$ cat config.mk
export PLATFORM = sky130hd
export DESIGN_NAME = seq_mult_unit
export DESIGN_NICKNAME = d
export VERILOG_FILES = /design/src/rtl/seq_mult_pkg.sv /design/src/rtl/seq_mult_step.sv /design/src/rtl/seq_mult_unit.sv
export SDC_FILE = /design/constraint.sdc
export NUM_CORES = 1
export LEC_CHECK = 0
export CAP_MARGIN = 20
export CORE_MARGIN = 2
export CORE_UTILIZATION = 50
export DETAILED_ROUTE_END_ITERATION = 8
export PLACE_DENSITY = 0.75
export SLEW_MARGIN = 20
export SYNTH_ARGS = -nofsm -noshare
export SYNTH_HDL_FRONTEND = slang
export SYNTH_SLANG_ARGS = --single-unit
$ cat constraint.sdc
create_clock -name clk -period 7.09 [get_ports clk]
set_clock_uncertainty 0.1 [all_clocks]
set_input_delay 1.418 -clock clk [delete_from_list [all_inputs] [get_ports clk]]
set_output_delay 1.418 -clock clk [all_outputs]
set_load 0.1 [all_outputs]
$ cat src/rtl/seq_mult_pkg.sv
// Shared types and helpers for the sequential shift-add multiplier.
// Holds the FSM state encoding and the step-counter width rule.
package seq_mult_pkg;

    typedef enum logic [1:0] {
        IDLE = 2'd0,
        RUN  = 2'd1,
        DONE = 2'd2
    } mult_state_t;

    // A counter must exist even for the narrowest legal operand width.
    function automatic int step_cnt_width(input int width);
        return (width <= 2) ? 1 : $clog2(width);
    endfunction

endpackage

$ cat src/rtl/seq_mult_step.sv
// One combinational shift-add iteration of the multiplier datapath.
// Adds or subtracts the multiplicand into acc, then shifts {acc, mq} right by one.
module seq_mult_step #(
    parameter int WIDTH = 16
) (
    input  logic [WIDTH:0]   acc_in,
    input  logic [WIDTH-1:0] mq_in,
    input  logic [WIDTH-1:0] mcand,
    input  logic             signed_mode,
    input  logic             last_step,
    output logic [WIDTH:0]   acc_out,
    output logic [WIDTH-1:0] mq_out
);

    logic [WIDTH:0] mcand_ext;
    logic [WIDTH:0] sum;
    logic           fill;

    // The multiplier MSB carries negative weight in two's complement, hence the final subtract.
    always_comb begin
        mcand_ext = {signed_mode & mcand[WIDTH-1], mcand};
        sum       = acc_in;
        if (mq_in[0]) begin
            if (signed_mode && last_step) begin
                sum = acc_in - mcand_ext;
            end else begin
                sum = acc_in + mcand_ext;
            end
        end
        fill    = signed_mode & sum[WIDTH];
        acc_out = {fill, sum[WIDTH:1]};
        mq_out  = {sum[0], mq_in[WIDTH-1:1]};
    end

endmodule

$ cat src/rtl/seq_mult_unit.sv
// Sequential WIDTH x WIDTH multiplier, signed or unsigned, one shift-add step per clock.
// Valid/ready on both sides; the result is held in DONE until the consumer takes it.
module seq_mult_unit
    import seq_mult_pkg::*;
#(
    parameter int WIDTH = 16
) (
    input  logic                 clk,
    input  logic                 reset,
    input  logic                 in_valid,
    output logic                 in_ready,
    input  logic [WIDTH-1:0]     multiplicand,
    input  logic [WIDTH-1:0]     multiplier,
    input  logic                 signed_mode,
    output logic                 out_valid,
    input  logic                 out_ready,
    output logic [2*WIDTH-1:0]   product,
    output logic                 busy
);

    localparam int PWIDTH = 2 * WIDTH;
    localparam int CW     = step_cnt_width(WIDTH);
    localparam logic [CW-1:0] LAST_CNT = CW'(WIDTH - 1);

    mult_state_t      state;
    logic [CW-1:0]    step_cnt;
    logic [WIDTH:0]   acc;
    logic [WIDTH-1:0] mq;
    logic [WIDTH-1:0] mcand;
    logic             mode_signed;

    logic [WIDTH:0]   acc_nxt;
    logic [WIDTH-1:0] mq_nxt;
    logic             last_step;

    assign last_step = (step_cnt == LAST_CNT);

    seq_mult_step #(
        .WIDTH (WIDTH)
    ) u_step (
        .acc_in      (acc),
        .mq_in       (mq),
        .mcand       (mcand),
        .signed_mode (mode_signed),
        .last_step   (last_step),
        .acc_out     (acc_nxt),
        .mq_out      (mq_nxt)
    );

    // Control and datapath share one block so every output is registered with its state.
    always_ff @(posedge clk or negedge reset) begin
        if (!reset) begin
            state       <= IDLE;
            step_cnt    <= '0;
            acc         <= '0;
            mq          <= '0;
            mcand       <= '0;
            mode_signed <= 1'b0;
            product     <= '0;
            out_valid   <= 1'b0;
            busy        <= 1'b0;
            in_ready    <= 1'b1;
        end else begin
            case (state)
                IDLE: begin
                    if (in_valid) begin
                        mcand       <= multiplicand;
                        mq          <= multiplier;
                        mode_signed <= signed_mode;
                        acc         <= '0;
                        step_cnt    <= '0;
                        state       <= RUN;
                        in_ready    <= 1'b0;
                        busy        <= 1'b1;
                    end
                end
                RUN: begin
                    acc <= acc_nxt;
                    mq  <= mq_nxt;
                    if (last_step) begin
                        step_cnt  <= '0;
                        product   <= PWIDTH'({acc_nxt[WIDTH-1:0], mq_nxt});
                        out_valid <= 1'b1;
                        state     <= DONE;
                    end else begin
                        step_cnt <= step_cnt + CW'(1);
                    end
                end
                DONE: begin
                    if (out_ready) begin
                        out_valid <= 1'b0;
                        busy      <= 1'b0;
                        in_ready  <= 1'b1;
                        state     <= IDLE;
                    end
                end
                default: begin
                    state     <= IDLE;
                    step_cnt  <= '0;
                    out_valid <= 1'b0;
                    busy      <= 1'b0;
                    in_ready  <= 1'b1;
                end
            endcase
        end
    end

endmodule

==> metrics <==
status=completed; crit-path max FO=7; total of hold buffers inserted after clock tree synthesis=0; Detail Placement HPWL=7.551 mm; Critical Path Max Stage Delay=~0.57 ns; routed wire length=10.91 mm; source of the worst register-to-register timing path=mcand[5]; routed via count=4152; sum of negative setup slack=0 ns; cell area after synthesis=0.004832 mm²; async set-or-reset flop fraction in the synthesized netlist=100.0%; boundary pin count=72; filler cell count=812; dominant register cell in the synthesized netlist=dfrtp_1; Startpoint Class=register; clock tree buffer depth=2; highest clock rate=261.3 MHz; clock transition at the register clock pins on the worst setup and hold paths after CTS=about 0.090 ns; category of the critical setup timing path=reg -> reg; First-pass DRT Iterations=5; Core Footprint=0.009328 mm²; area of the die=0.01047 mm²; deepest level of the CTS H-tree=3; time the worst path needs with I/O delays and setup=3.827 ns; setup fix buffers added after clock tree synthesis=0; cts bufs inserted=9; clk root buf=clkbuf_8; cell with the most instances after synthesis=nand2_1; Slew @ Worst Pin=0.9986 ns; proportion of synthesized chip area in sequential cells=47.15%; TritonCTS sink count=91; worst-path cell chain=or4_4, nor4_1, nand2_1, o31ai_1, xor2_1, ha_1, and4_1, nand2_1, a211o_1, nand3_1, mux2i_1, xor2_1, o21ai_0; initial cell density of the core=51.80%; number of pins exceeding their max-slew limit in the final report=0; most frequent cells after synthesis=162 x nand2_1, 90 x dfrtp_1, 59 x o21ai_0; count of unresolved DRC violations after routing=0; number of enable-type register cells in the synthesized netlist=0; number of global-route vias before repair=3983; number of violations reported at the end of detailed-routing iteration 0=213; relative max-transition margin=33.22%; total global routing overflow=0; total routing resource utilization after global routing=22.09%; weighted congestion reported at the end of routability-driven placement=0.8873; die span in y=102.3 µm; clk_lat worst skew=0.36 ns; total area of multi-input combinational cells=approximately 0.0024 mm²; layout cell share with drive strength beyond 1=under 10%; element type at the critical path end=register; Post-Syn Area per Cell=between 8 and 9 µm²; row count=35; synth top area cells=dfrtp_1 47%, nand2_1 13%, o21ai_0 6.1%, ha_1 4.7%, nor2_1 3.1%; horizontal die dimension=102.3 µm; Final ANT Viol Nets=0; unrepaired setup endpoints after global routing=no; fin crit share=between 50% and 60%; count of port buffers added during placement=71; antenna diode count=0; slowest library cell on the worst path=or4_4; area share of the largest cell type after synthesis=between 40 and 50%; dominant cell type by area after synthesis=dfrtp_1; Yosys reg bits=91; number of distinct library cells after synthesis=52; hold path startpoint=product[23]; detailed-route wire length per cell=~14 µm; CP Buf/Inv Count=0; final net count=approximately 680; antenna violations before repair=0; area taken by flip-flops and latches=0.002278 mm²; YS warnings=0; Worst Path Arrival=just under 4 ns; global-route wire length before repair=around 19 mm; CP Launch Point=mcand[5]; post-CTS sizing=0; path class of the lowest-slack min-delay path=reg -> reg; required time at the endpoint of the critical path=about 7.2 ns; routed via count divided by cell count=between 5 and 6; CTS tree=yes; number of maximum-capacitance constraint violations=0; maximum number of pins on one net before global-route repair=92; Post-Syn Nets=626; count of endpoints failing setup in the final report=0; cell type group with the largest total delay on the critical path=simple AND/OR/NAND/NOR gates; area grow syn2layout=20.64%; number of hold-slack violations in the final timing report=0; number of instances in the synthesized netlist=570
## layout make-up
cell class | count | share of cell area (%)
inverter | 10 | 0.6439
timing repair buffer | 74 | 12.60
clock buffer | 10 | 2.189
clock inverter | 6 | 1.202
multi-input combinational | 440 | 41.51
sequential | 91 | 39.09
tap | 129 | 2.769
## layer usage
layer	track usage [%]	vias to the layer above	part of all wire, %
met5	0	-	0
li1	-	2058	-
met1	30.44	1981	48
met2	36.34	102	47
met3	3.488	11	3.8
met4	6.359	0	1.1
## cell usage in the layout (no fill, tap or decap), types with 2 or more instances in the layout
cell / Yosys / final
nor2b_1: 8 / 7
buf_4: 0 / 3
xnor2_1: 9 / 9
nor2_1: 40 / 39
inv_1: 10 / 10
o31ai_1: 2 / 2
clkbuf_8: 0 / 9
a21o_1: 4 / 4
nor4_1: 2 / 2
clkdlybuf4s50_1: 0 / 70
a31oi_1: 17 / 17
o31a_1: 2 / 2
nand4_1: 2 / 2
ha_1: 18 / 18
dfrtp_1: 90 / 90
o21a_1: 7 / 7
xor2_1: 13 / 13
o21ai_0: 59 / 59
a21oi_1: 19 / 19
nand3_1: 27 / 27
o211ai_1: 3 / 3
inv_6: 0 / 3
mux2i_1: 8 / 8
nor3_1: 5 / 5
and3_1: 5 / 5
nand2_1: 162 / 162
## stage by stage
stage          hold WS, ns  cells  area (µm²)  util (%)  setup WS (ns)
5_1_grt             0.4083    760        5829     62.50          2.870
4_1_cts             0.3863    760        5818     62.37          3.246
6_report            0.3787    760        5829     62.50          3.263
3_3_place_gp        0.3573    744        5620     60.25          3.419
2_1_floorplan       0.3611    570        4832         -          3.683
3_5_place_dp        0.3615    744        5620     60.25          3.274
## worst min-delay path, cell delays in order (launching register included)
cell and delay [ns]:
dfrtp_1 0.34, nand2_1 0.05, o21ai_0 0.06
## kinds of logic after synthesis
family | share of synthesized area (%)
and+or+nand+nor | 22.97
muxes | 1.890
adders and majority gates | 5.075
DFF | 47.15
xor gates and xnor gates | 3.988
buffers and inverters | 3.030
AOI/OAI and AO/OA | 15.90
## worst paths after layout
check                               to  slack [ns]  depth (start not counted)
max                            acc[15]        3.26                         13
min in group asynchronous        mq[5]        1.01                          1
max reg2reg                    acc[15]        3.26                         13
min                        product[23]        0.38                          2
max in group asynchronous    mcand[11]        5.32                          1
min reg2reg                product[23]        0.38                          2
## state kept, by name, indices dropped and copies added, names as in the netlist
name / cells
acc: 17
mcand: 16
state: 2
step_cnt: 4
mode_signed: 1
in_ready: 1
busy: 1
mq: 16
product: 32
out_valid: 1
Power is not shown: default switching activity piles up to over one toggle a cycle in this logic, so the estimate is an artifact.
